===== src/rtl/uart_tx_arbiter_if.sv =====
//==============================================================================
// Module      : uart_tx_arbiter_if
// Description : Source request bus, UART handshake and arbiter status lines
//               shared between the UART transmit arbiter and its environment.
// Revision    : 1.0 - initial release
//==============================================================================
`default_nettype none

interface uart_tx_arbiter_if #(
    parameter int N_SRC = 3
) ();
    logic [N_SRC-1:0]   req_valid;
    logic [8*N_SRC-1:0] req_byte;
    logic [N_SRC-1:0]   req_last;
    logic [N_SRC-1:0]   req_ready;
    logic               o_tx_done;
    logic               tx_data_valid;
    logic [7:0]         tx_byte;
    logic [N_SRC-1:0]   grant;
    logic               busy;
    logic               timeout_err;

    // Arbiter side: owns the UART start request and the status outputs.
    modport master (
        input  req_valid, req_byte, req_last, o_tx_done,
        output req_ready, tx_data_valid, tx_byte, grant, busy, timeout_err
    );

    // Environment side: message sources plus the UART itself.
    modport slave (
        output req_valid, req_byte, req_last, o_tx_done,
        input  req_ready, tx_data_valid, tx_byte, grant, busy, timeout_err
    );
endinterface

`default_nettype wire


===== src/rtl/uart_tx_arbiter.sv =====
//==============================================================================
// Module      : uart_tx_arbiter
// Description : Shares one UART transmitter between N_SRC message sources.
//               Round-robin at message granularity, byte sequencing through
//               the UART valid/done handshake, per-state watchdog abort.
// Revision    : 1.0 - initial release
//==============================================================================
`default_nettype none

module uart_tx_arbiter #(
    parameter int N_SRC       = 3,
    parameter int TIMEOUT_CYC = 20000,
    parameter int CNT_W       = 16
) (
    input  wire logic          clk,
    input  wire logic          rst_n,
    uart_tx_arbiter_if.master  bus
);

    localparam int IDX_W = (N_SRC > 1) ? $clog2(N_SRC) : 1;

    typedef enum logic [1:0] {
        S_IDLE = 2'd0,
        S_LOAD = 2'd1,
        S_SEND = 2'd2,
        S_WAIT = 2'd3
    } state_t;

    state_t             r_state;
    state_t             w_state_next;
    logic [N_SRC-1:0]   r_grant;
    logic [IDX_W-1:0]   r_gidx;
    logic [IDX_W-1:0]   r_ptr;
    logic [7:0]         r_tx_byte;
    logic               r_last;
    logic               r_tx_valid;
    logic               r_busy;
    logic               r_timeout;
    logic [CNT_W-1:0]   r_wd_cnt;

    logic               w_pick_found;
    logic [IDX_W-1:0]   w_pick_idx;
    logic [IDX_W-1:0]   w_scan_idx;
    logic [N_SRC-1:0]   w_grant_pick;
    logic               w_grant_load;
    logic               w_accept;
    logic               w_release;
    logic               w_timeout;
    logic [7:0]         w_src_byte [N_SRC];

    // Split the flat byte bus into one lane per source.
    for (genvar gi = 0; gi < N_SRC; gi++) begin : g_unpack
        assign w_src_byte[gi] = bus.req_byte[8*gi +: 8];
    end

    // Round-robin search: first requester strictly after the last owner, with wrap.
    always_comb begin
        w_pick_found = 1'b0;
        w_pick_idx   = '0;
        w_scan_idx   = r_ptr;
        w_grant_pick = '0;
        for (int k = 0; k < N_SRC; k++) begin
            if (w_scan_idx == IDX_W'(N_SRC - 1)) begin
                w_scan_idx = '0;
            end else begin
                w_scan_idx = w_scan_idx + IDX_W'(1);
            end
            if (!w_pick_found && bus.req_valid[w_scan_idx]) begin
                w_pick_found = 1'b1;
                w_pick_idx   = w_scan_idx;
            end
        end
        w_grant_pick[w_pick_idx] = 1'b1;
    end

    // Next-state logic; the watchdog abort overrides every normal transition.
    always_comb begin
        w_state_next = r_state;
        w_grant_load = 1'b0;
        w_accept     = 1'b0;
        w_release    = 1'b0;
        w_timeout    = 1'b0;
        case (r_state)
            S_IDLE: begin
                if (w_pick_found) begin
                    w_state_next = S_LOAD;
                    w_grant_load = 1'b1;
                end
            end
            S_LOAD: begin
                if (bus.req_valid[r_gidx]) begin
                    w_state_next = S_SEND;
                    w_accept     = 1'b1;
                end
            end
            S_SEND: begin
                // A UART already busy on entry counts as having taken the byte.
                if (!bus.o_tx_done) begin
                    w_state_next = S_WAIT;
                end
            end
            S_WAIT: begin
                if (bus.o_tx_done) begin
                    if (r_last) begin
                        w_state_next = S_IDLE;
                        w_release    = 1'b1;
                    end else begin
                        w_state_next = S_LOAD;
                    end
                end
            end
            default: begin
                w_state_next = S_IDLE;
            end
        endcase
        if ((r_state != S_IDLE) && (r_wd_cnt == CNT_W'(TIMEOUT_CYC - 1))) begin
            w_state_next = S_IDLE;
            w_accept     = 1'b0;
            w_release    = 1'b1;
            w_timeout    = 1'b1;
        end
    end

    // State register, registered outputs and watchdog counter.
    always_ff @(posedge clk) begin
        if (!rst_n) begin
            r_state    <= S_IDLE;
            r_tx_valid <= 1'b0;
            r_busy     <= 1'b0;
            r_timeout  <= 1'b0;
            r_wd_cnt   <= '0;
        end else begin
            r_state    <= w_state_next;
            r_tx_valid <= (w_state_next == S_SEND);
            r_busy     <= (w_state_next != S_IDLE);
            r_timeout  <= w_timeout;
            if ((w_state_next != r_state) || (w_state_next == S_IDLE)) begin
                r_wd_cnt <= '0;
            end else begin
                r_wd_cnt <= r_wd_cnt + CNT_W'(1);
            end
        end
    end

    // Ownership and priority pointer; the released owner drops to lowest priority.
    always_ff @(posedge clk) begin
        if (!rst_n) begin
            r_grant <= '0;
            r_gidx  <= '0;
            r_ptr   <= IDX_W'(N_SRC - 1);
        end else if (w_grant_load) begin
            r_grant <= w_grant_pick;
            r_gidx  <= w_pick_idx;
        end else if (w_release) begin
            r_grant <= '0;
            r_ptr   <= r_gidx;
        end
    end

    // Byte latch: tx_byte stays stable from one accepted byte to the next.
    always_ff @(posedge clk) begin
        if (!rst_n) begin
            r_tx_byte <= '0;
            r_last    <= 1'b0;
        end else if (w_accept) begin
            r_tx_byte <= w_src_byte[r_gidx];
            r_last    <= bus.req_last[r_gidx];
        end
    end

    assign bus.req_ready     = (r_state == S_LOAD) ? r_grant : '0;
    assign bus.tx_data_valid = r_tx_valid;
    assign bus.tx_byte       = r_tx_byte;
    assign bus.grant         = r_grant;
    assign bus.busy          = r_busy;
    assign bus.timeout_err   = r_timeout;

endmodule

`default_nettype wire


===== src/flat_wrapper.sv =====
// flat-port wrapper written by rule: the top's interface ports become plain ports
module uart_tx_arbiter_flat 
#(
    parameter int N_SRC       = 3,
    parameter int TIMEOUT_CYC = 20000,
    parameter int CNT_W       = 16
)
  (clk, rst_n, bus_req_valid, bus_req_byte, bus_req_last, bus_o_tx_done, bus_req_ready, bus_tx_data_valid, bus_tx_byte, bus_grant, bus_busy, bus_timeout_err);
  uart_tx_arbiter_if #(.N_SRC(N_SRC)) bus_i ();
  input  wire logic clk;
  input  wire logic rst_n;
  input wire logic [$bits(bus_i.req_valid)-1:0] bus_req_valid;
  input wire logic [$bits(bus_i.req_byte)-1:0] bus_req_byte;
  input wire logic [$bits(bus_i.req_last)-1:0] bus_req_last;
  input wire logic [$bits(bus_i.o_tx_done)-1:0] bus_o_tx_done;
  output wire logic [$bits(bus_i.req_ready)-1:0] bus_req_ready;
  output wire logic [$bits(bus_i.tx_data_valid)-1:0] bus_tx_data_valid;
  output wire logic [$bits(bus_i.tx_byte)-1:0] bus_tx_byte;
  output wire logic [$bits(bus_i.grant)-1:0] bus_grant;
  output wire logic [$bits(bus_i.busy)-1:0] bus_busy;
  output wire logic [$bits(bus_i.timeout_err)-1:0] bus_timeout_err;
  assign bus_i.req_valid = bus_req_valid;
  assign bus_i.req_byte = bus_req_byte;
  assign bus_i.req_last = bus_req_last;
  assign bus_i.o_tx_done = bus_o_tx_done;
  assign bus_req_ready = bus_i.req_ready;
  assign bus_tx_data_valid = bus_i.tx_data_valid;
  assign bus_tx_byte = bus_i.tx_byte;
  assign bus_grant = bus_i.grant;
  assign bus_busy = bus_i.busy;
  assign bus_timeout_err = bus_i.timeout_err;
  uart_tx_arbiter #(.N_SRC(N_SRC), .TIMEOUT_CYC(TIMEOUT_CYC), .CNT_W(CNT_W)) u_core (.clk(clk), .rst_n(rst_n), .bus(bus_i));
endmodule

===== config.mk =====
export PLATFORM = sky130hd
export DESIGN_NAME = uart_tx_arbiter_flat
export DESIGN_NICKNAME = d
export VERILOG_FILES = /design/src/rtl/uart_tx_arbiter_if.sv /design/src/rtl/uart_tx_arbiter.sv /design/src/flat_wrapper.sv
export SDC_FILE = /design/constraint.sdc
export NUM_CORES = 1
export LEC_CHECK = 0
export BUFFER_PORTS_ARGS = -buffer_cell sky130_fd_sc_hd__buf_2
export CORE_MARGIN = 3
export CORE_UTILIZATION = 52
export CTS_CLUSTER_DIAMETER = 200
export DETAILED_ROUTE_END_ITERATION = 8
export MAX_ROUTING_LAYER = met4
export PLACE_DENSITY = 0.79
export SETUP_SLACK_MARGIN = 0.2
export SYNTH_ARGS = -nofsm -noshare
export SYNTH_HDL_FRONTEND = slang
export SYNTH_SLANG_ARGS = --single-unit
export TNS_END_PERCENT = 20

===== constraint.sdc =====
create_clock -name clk -period 2.6 [get_ports clk]
set_input_delay 0 -clock clk [delete_from_list [all_inputs] [get_ports clk]]
set_output_delay 0 -clock clk [all_outputs]
set_load 0.005 [all_outputs]

Word-level counts from Yosys, hierarchy flattened
Cells that the tools add are included.
- add/sub/neg operators: 4
- order comparisons: 7
- eq/ne operators: 9
- multiplexer cells: 44
- bitwise operators: 3
- reduce and logical (&&, ||, !) cells: 14
- operator list (kind ; count):
    $mux 2 ; 11
    $mux 1 ; 20
    $add 16x1->16 const B ; 1
    $bmux 8 s2 ; 1
    $eq 16x15->1 const B ; 1
    $mux 8 ; 2
    $lt 2x3->1 const B ; 5
    $eq 2x2->1 const B ; 6
    $bmux 1 s2 ; 5
    $mux 3 ; 3
    $pmux 2 s4 ; 1
    $add 2x1->2 const B ; 3
    $reduce_bool 2->1 ; 3
    $logic_and 1x1->1 ; 4
    $logic_not 2->1 ; 2
    $ge 3x3->1 const B ; 1
    $not 2->3 ; 1
    $demux 1 s2 ; 1
    $eq 2x1->1 const B ; 1
    $ge 2x1->1 const B ; 1
    $logic_not 1->1 ; 2
    $ne 2x2->1 ; 1
    $not 1->1 ; 2
    $reduce_and 2->1 ; 1
    2 further kinds ; 2
- register bits: 37
- input bits: 33
- output and inout port bits: 17
- logic and storage cells: 91

Longest topological paths before layout
Gate-level depths: netlist of run 1.
- word-level depth: 17
- depth in mapped cells: 7
- gate-level depth less buffers: 6

Least setup slack after synthesis of run 1
OpenSTA, ideal clock, no wires.
- kind: register to register
- from: register u_core.r_wd_cnt[13]
- to: register u_core.r_tx_byte[0] (netlist: u_core.bus.tx_byte[0])
- setup time: 0.128 ns
- data arrival time: 1.671 ns
- data required time: 2.472 ns
- path slack: 0.801 ns
- cell stages (with the launch flop): 7
- path buffers: 1
- clock period less this slack: 1.799 ns
- cell sequence: dfxtp_1 > or4b_4 > nor4_4 > nand3b_1 > buf_6 > mux2i_1 > nor2_1
- word-level cells in the longest chain between the ends: 3
- RTL lines (element ; line ; source):
    from (decl) ; uart_tx_arbiter.sv:39 ; logic [CNT_W-1:0] r_wd_cnt;
    from (signal assigned) ; uart_tx_arbiter.sv:140 ; r_wd_cnt <= r_wd_cnt + CNT_W'(1);
    $eq 16x15->1 ; uart_tx_arbiter.sv:116 ; if ((r_state != S_IDLE) && (r_wd_cnt == CNT_W'(TIMEOUT_CYC - 1))) begin
    $logic_and 1x1->1 ; uart_tx_arbiter.sv:116 ;
    $mux 1 ; uart_tx_arbiter.sv:116 ;
    to (signal assigned) ; uart_tx_arbiter.sv:166 ; r_tx_byte <= w_src_byte[r_gidx];
    to (decl) ; uart_tx_arbiter.sv:34 ; logic [7:0] r_tx_byte;
Every way passes these cells.
A chain may end at the register's enable or synchronous reset.

Final worst setup path of run 1
- from: register u_core.r_wd_cnt[12]
- to: register u_core.r_tx_byte[1] (netlist: u_core.bus.tx_byte[1])
Same word-level chain as after synthesis.

==> results.py, run 1 <==
metrics = {
    "sta": {
        "fin_hold_ws_ps": 13.6,
        "slew_violations": 0,
        "period_share": 0.779,
        "rsz0062_at_grt": "no",
        "setup_viol": 0,
        "hold_violations": 0,
        "fin_tns_setup_ps": 0,
        "fin_worst_skew_ps": 7.02,
        "worst_pin_slew_ps": 684,
        "slew_headroom": 0.540,
        "fmax_mhz": 493,
        "min_period_ps": 2030,
    },
    "placed_design": {
        "hpwl_microns": 3030,
        "place.gp.congestion": 0.819,
        "port_buffers": 49,
    },
    "global_routing": {
        "grt_first_pass_wirelength_microns": 6980,
        "overflow": 0,
        "grt.total_usage": 0.216,
        "grt_pass1_vias": 1553,
        "antenna_found_initial": 0,
        "grt_max_degree": 18,
    },
    "logic_synthesis": {
        "yosys_warnings": 0,
        "avgSynthCellArea_sq_um": 8.64,
        "synth-edff-count": 0,
        "synth_compound_area_frac": 0.134,
        "synth.distinct_cells": 43,
        "synth_cells": 212,
        "yosysMostFrequentCell": "dfxtp_1",
        "synth_top_area_share": 0.404,
        "synth_top_family_by_area": "simple AND/OR/NAND/NOR gates",
        "synth_top_cell_by_area": "dfxtp_1",
        "netlist_area_sq_um": 1830,
        "synth-xor-area-share": 0.0717,
        "synth_async_sr_flop_share": 0,
        "synth_flop_cell": "dfxtp_1",
        "synthMuxAreaShare": 0.110,
        "synthTopCellsByArea": "dfxtp_1 (40%), mux2i_1 (10%), nor2_1 (6.8%)",
        "synth_simple_gate_area_frac": 0.240,
        "synth_fa_ha_area_frac": 0.00683,
        "ys_seq_area_frac": 0.404,
        "ys_ff_latch": 37,
        "synthTopCellsByCount": "dfxtp_1 (37), nor2_1 (33), mux2i_1 (19), nand2_1 (19), o21ai_0 (15)",
        "synth_nets": 246,
    },
    "clock_network": {
        "htree_num_levels": 2,
        "cts.sinks": 37,
        "clkTransAtPathRegs_ps": 110,
        "insertion_delay_ps": 340,
        "cts_buffers": 5,
        "cts.path.max_buffers": 2,
        "ctsResizeCount": 0,
        "cts_tree": "yes",
        "clockRootBuffer": "clkbuf_4",
    },
    "run_status": {
        "status": "finished clean",
    },
    "setup_path": {
        "critPathRequiredTime_ps": 2840,
        "reg2reg_from": "u_core.r_wd_cnt[12]",
        "r2r_setup_slack_ps": 570,
        "endpoint_kind": "flop",
        "rr_worst_depth": 7,
        "worstPathArrival_ps": 2260,
        "r2r-end": "u_core.bus.tx_byte[1]",
        "path_max_fanout": 13,
        "critPathKind": "flop to flop",
        "startpoint_type": "flop",
    },
    "detailed_routing": {
        "first_iter_violations": 53,
        "avgRoutedWirePerCell_microns": 13.1,
        "vias": 1712,
        "wl_microns": 4160,
        "drc": 0,
        "ant_nets": 0,
        "via_per_inst": 5.38,
        "drt_pass1_iterations": 4,
    },
    "job": {
        "max_cap_viol_count": 0,
    },
    "final_layout": {
        "utilization": 0.714,
        "drive_gt1_frac": 0.248,
        "num_antenna_cells": 0,
        "seq_area_sq_um": 741,
        "nNetsFinal": 307,
        "multi_input_comb_area_sq_um": 1030,
        "fillers": 279,
        "area_growth_pct": 24.9,
    },
    "die": {
        "num_io_pins": 50,
        "die_y_microns": 65.4,
        "die_w_microns": 65.4,
        "core_area_sq_um": 3200,
        "rows": 20,
        "initial_core_util": 0.572,
        "dieArea_sq_um": 4270,
    },
    "power_and_ir_drop": {
        "vdd_drop_max_mv": 0.404,
        "total_power_mw": 1.18,
        "powerDensity_nw_per_um2": 517,
        "power.leakage_nw": 0.973,
    },
    "worst_hold_path": {
        "whs_endpoint": "u_core.bus.tx_byte[6]",
        "min_from": "bus_req_byte[22]",
        "hold_depth": 5,
        "hp-class": "input pin to flop",
    },
}
==> metrics by stage <==
stage,instances,setup slack (ps),area [sq um]
2_1_floorplan,212,801,1830
3_3_place_gp,301,461,2120
3_5_place_dp,301,372,2120
4_1_cts,317,339,2270
5_1_grt,318,351,2290
6_report,318,574,2290
==> where the power goes <==
group / switching [mW] / leakage, nW / internal (mW) / total (mW)
sequential: 0.0273 / 0.300 / 0.592 / 0.619
clock: 0.185 / 0.0413 / 0.157 / 0.341
combinational: 0.112 / 0.632 / 0.110 / 0.223
total: 0.324 / 0.973 / 0.859 / 1.18
==> how the worst max path moves through the flow <==
stage | start | end | slack, ps | depth (start not counted)
final | u_core.r_wd_cnt[12] | u_core.bus.tx_byte[1] | 570 | 7
after detailed placement | u_core.r_wd_cnt[13] | u_core.bus.tx_byte[1] | 370 | 6
after global routing | u_core.r_wd_cnt[0] | u_core.r_wd_cnt[3] | 350 | 7
after floorplan | u_core.r_wd_cnt[13] | u_core.bus.tx_byte[0] | 800 | 6
after CTS | u_core.r_wd_cnt[12] | u_core.bus.tx_byte[1] | 340 | 6
after global placement | u_core.r_wd_cnt[13] | u_core.r_last | 460 | 6
==> flip-flops by register name, summed over array words and instances (netlist names), 2 cells and up <==
name and flops:
u_core.bus.tx_byte 8, u_core.r_gidx 2, u_core.r_wd_cnt 16, u_core.r_state 2, u_core.bus.grant 3, u_core.r_ptr 2
==> cells by family after synthesis <==
logic type | after synthesis
AND/OR/NAND/NOR | 89
AO/OA/AOI/OAI | 38
flip-flops | 37
multiplexers | 20
XOR/XNOR | 15
buffers and inverters | 12
adder cells (fa/ha/maj) | 1
==> critical path, stage by stage (launching register included) <==
cell and delay, ps:
dfxtp_1 370, or4b_4 540, nor4_4 210, buf_4 210, nand3b_1 170, buf_12 160
mux2i_1 200, nor2_1 50
==> metal layers <==
| layer | vias up | GRT usage | share of wire |
|---|---|---|---|
| met1 | 775 | 0.269 | 0.46 |
| met2 | 64 | 0.339 | 0.45 |
| met5 | - | - | 0 |
| li1 | 869 | - | - |
| met3 | 4 | 0.0530 | 0.076 |
| met4 | 0 | 0.0803 | 0.015 |
==> placed cells by master (no fill, tap or decap), types with 3 or more instances in the layout <==
| cell type | count |
|---|---|
| a21oi_1 | 8 |
| and3_1 | 6 |
| buf_2 | 49 |
| buf_4 | 4 |
| clkbuf_4 | 5 |
| dfxtp_1 | 37 |
| dlygate4sd3_1 | 8 |
| inv_1 | 3 |
| mux2i_1 | 19 |
| nand2_1 | 19 |
| nand3_1 | 6 |
| nand4_1 | 4 |
| nor2_1 | 33 |
| nor2b_1 | 4 |
| nor3_1 | 6 |
| o21ai_0 | 15 |
| xnor2_1 | 8 |
| xor2_1 | 7 |
==> final cells by class <==
type / count / area share
inverters: 4 / 0.00656
multi-input cells: 163 / 0.451
flip-flops and latches: 37 / 0.324
repair buffers: 62 / 0.164
clock inverters: 1 / 0.00219
clock buffers: 7 / 0.0284
well taps: 44 / 0.0241
==> what timing repair did <==
action	4_1_cts	5_1_grt
setup buffers	0	1
endpoints found under the setup margin	0	6
endpoints found under the hold margin	12	0
hold buffers	8	0
(Power assumes the default switching activity.)
==> run 2, diff against run 1 <==
Settings changed: CORE_UTILIZATION 52 to 47, PLACE_DENSITY 0.79 to 0.76.
Clock period 2.6 ns to 1.75 ns, I/O delays scaled along.
==> run 2 against run 1 <==
Against the previous run:
- the flow now finishes with violations (negative setup slack)
- clock power grew 120%
- utilization down 3.0 points
- maximum frequency is 6.0% higher
- global-route usage is 0.98 points lower
- power up 72%
- routed wire length increased by 3.6%
- flip-flop and latch count did not move
- final cell count rose by 7.2%
- sequential share of layout area down 3.2 points
- die area up 9.6%
- first-iteration DRC count grew 55%
- worst setup slack worse by 730 ps
- largest cell class unchanged
==> results.py, run 2 (synthesis results as in run 1) <==
metrics = {
    "die": {
        "core_area_sq_um": 3720,
        "initial_core_util": 0.493,
        "die_y_microns": 68.4,
        "dieArea_sq_um": 4680,
        "rows": 22,
        "die_w_microns": 68.4,
        "num_io_pins": 50,
    },
    "detailed_routing": {
        "wl_microns": 4310,
        "via_per_inst": 5.23,
        "drc": 0,
        "first_iter_violations": 82,
        "drt_pass1_iterations": 4,
        "avgRoutedWirePerCell_microns": 12.6,
        "ant_nets": 0,
        "vias": 1782,
    },
    "clock_network": {
        "clockRootBuffer": "clkbuf_8",
        "insertion_delay_ps": 280,
        "cts_buffers": 5,
        "cts_tree": "yes",
        "htree_num_levels": 2,
        "clkTransAtPathRegs_ps": 70,
        "cts.path.max_buffers": 2,
        "cts.sinks": 37,
    },
    "setup_path": {
        "slowest_stage": "or4_4",
        "r2r-end": "u_core.bus.tx_byte[2]",
        "startpoint_type": "flop",
        "cpPeakStageDelay_ps": 540,
        "path_max_fanout": 9,
        "endpoint_kind": "flop",
        "critPathKind": "flop to flop",
        "reg2reg_from": "u_core.r_wd_cnt[5]",
        "critPathRequiredTime_ps": 1930,
        "rr_worst_depth": 7,
        "r2r_setup_slack_ps": -160,
        "worstPathArrival_ps": 2090,
        "path_cells": "or4_4, nor4_4, buf_4, nand3b_1, buf_12, mux2i_1, nor2_1",
    },
    "final_layout": {
        "final_common_cell": "buf_2",
        "design_area_sq_um": 2540,
        "largest_reg_flops": 16,
        "largest_register": "u_core.r_wd_cnt",
        "fillers": 298,
        "layout_common_cells": "buf_2 (49), dfxtp_1 (35), buf_4 (28)",
        "area_growth_pct": 38.9,
        "drive_gt1_frac": 0.386,
        "num_antenna_cells": 0,
        "nNetsFinal": 326,
    },
    "run_status": {
        "violations": "negative setup slack",
        "status": "finished, violations left",
    },
    "sta": {
        "setup_viol": 27,
        "fmax_mhz": 523,
        "fin_hold_ws_ps": 60.2,
        "fin_worst_skew_ps": 6.44,
        "worst_pin_slew_ps": 442,
        "rsz0062_at_grt": "yes",
        "period_share": 1.09,
        "hold_violations": 0,
        "fin_ws_ps": -161,
        "slew_violations": 0,
        "slew_headroom": 0.704,
        "min_period_ps": 1910,
    },
    "global_routing": {
        "grt_max_degree": 18,
        "grt_pass1_vias": 1716,
        "antenna_found_initial": 0,
        "grt.total_usage": 0.206,
        "overflow": 0,
        "grt_first_pass_wirelength_microns": 7080,
    },
    "worst_hold_path": {
        "whs_endpoint": "u_core.bus.tx_byte[5]",
        "hp-class": "input pin to flop",
        "min_from": "bus_req_byte[21]",
        "hold_depth": 5,
    },
    "power_and_ir_drop": {
        "total_power_mw": 2.03,
        "powerDensity_nw_per_um2": 800,
        "vdd_drop_max_mv": 0.783,
        "power.leakage_nw": 1.10,
    },
    "placed_design": {
        "placed_area_sq_um": 2330,
        "port_buffers": 49,
        "hpwl_microns": 3250,
        "place.gp.congestion": 0.861,
        "place_ws_ps": -180,
    },
    "job": {
        "max_cap_viol_count": 0,
    },
}
run 2: cell types whose count changed in the layout (fill, tap and decap cells not counted), moves of 3 or more:
cell and change:
buf_4 +24, clkbuf_8 +4, dlygate4sd3_1 -7, clkbuf_4 -5
nor2_1 -7, o21ai_1 +3, nor2_2 +6, o21ai_0 -5
run 2: power breakdown:
part	leakage, nW	switching, mW	internal [mW]
registers	0.301	0.0227	0.880
logic	0.746	0.200	0.182
clock network	0.0574	0.288	0.463
run 2: layout make-up:
| cell class | count | area [sq um] | area share |
|---|---|---|---|
| multi-input cells | 163 | 1100 | 0.431 |
| flip-flops and latches | 37 | 743 | 0.292 |
| repair buffers | 81 | 508 | 0.200 |
| clock inverters | 2 | 37.5 | 0.0148 |
| well taps | 48 | 60.1 | 0.0236 |
| clock buffers | 6 | 82.6 | 0.0325 |
| inverters | 4 | 15.0 | 0.00590 |
run 2: timing repair:
item	in CTS	in global routing
setup endpoints to repair	34	34
setup buffers	2	0
endpoints found under the hold margin	1	0
pin swaps	20	2
hold buffers	1	0
gates resized for setup	17	7
run 2: layer usage:
| layer | vias to the layer above | GRT usage | share of wire |
|---|---|---|---|
| met5 | - | - | 0 |
| met4 | 0 | 0.0571 | 0.0077 |
| met3 | 5 | 0.0542 | 0.074 |
| met2 | 57 | 0.361 | 0.49 |
| met1 | 811 | 0.228 | 0.43 |
| li1 | 909 | - | - |
run 2: how the worst max path moves through the flow:
| stage | from | endpoint | slack (ps) |
|---|---|---|---|
| final | u_core.r_wd_cnt[5] | u_core.bus.tx_byte[2] | -160 |
| after global placement | u_core.r_wd_cnt[8] | u_core.bus.tx_byte[0] | -120 |
| after floorplan | u_core.r_wd_cnt[8] | u_core.bus.tx_byte[0] | -30 |
| after global routing | u_core.r_wd_cnt[5] | u_core.bus.tx_byte[2] | -220 |
| after detailed placement | u_core.r_wd_cnt[8] | u_core.bus.tx_byte[2] | -180 |
| after CTS | u_core.r_wd_cnt[5] | u_core.bus.tx_byte[2] | -150 |
run 2: critical path, delay by kind of cell, from the launching register on:
kind | cells | cell delay [ps]
AND/OR/NAND/NOR | 4 | 960
buffers and inverters | 2 | 330
flip-flops | 1 | 320
multiplexers | 1 | 200
run 2: metrics by stage:
step | setup TNS (ps) | utilization | std cells
final | -2310 | 0.685 | 341
after global routing | -4310 | 0.685 | 341
after CTS | -2390 | 0.679 | 341
after detailed placement | -4340 | 0.627 | 330
after global placement | -2770 | 0.627 | 330
after floorplan | -331 | - | 212
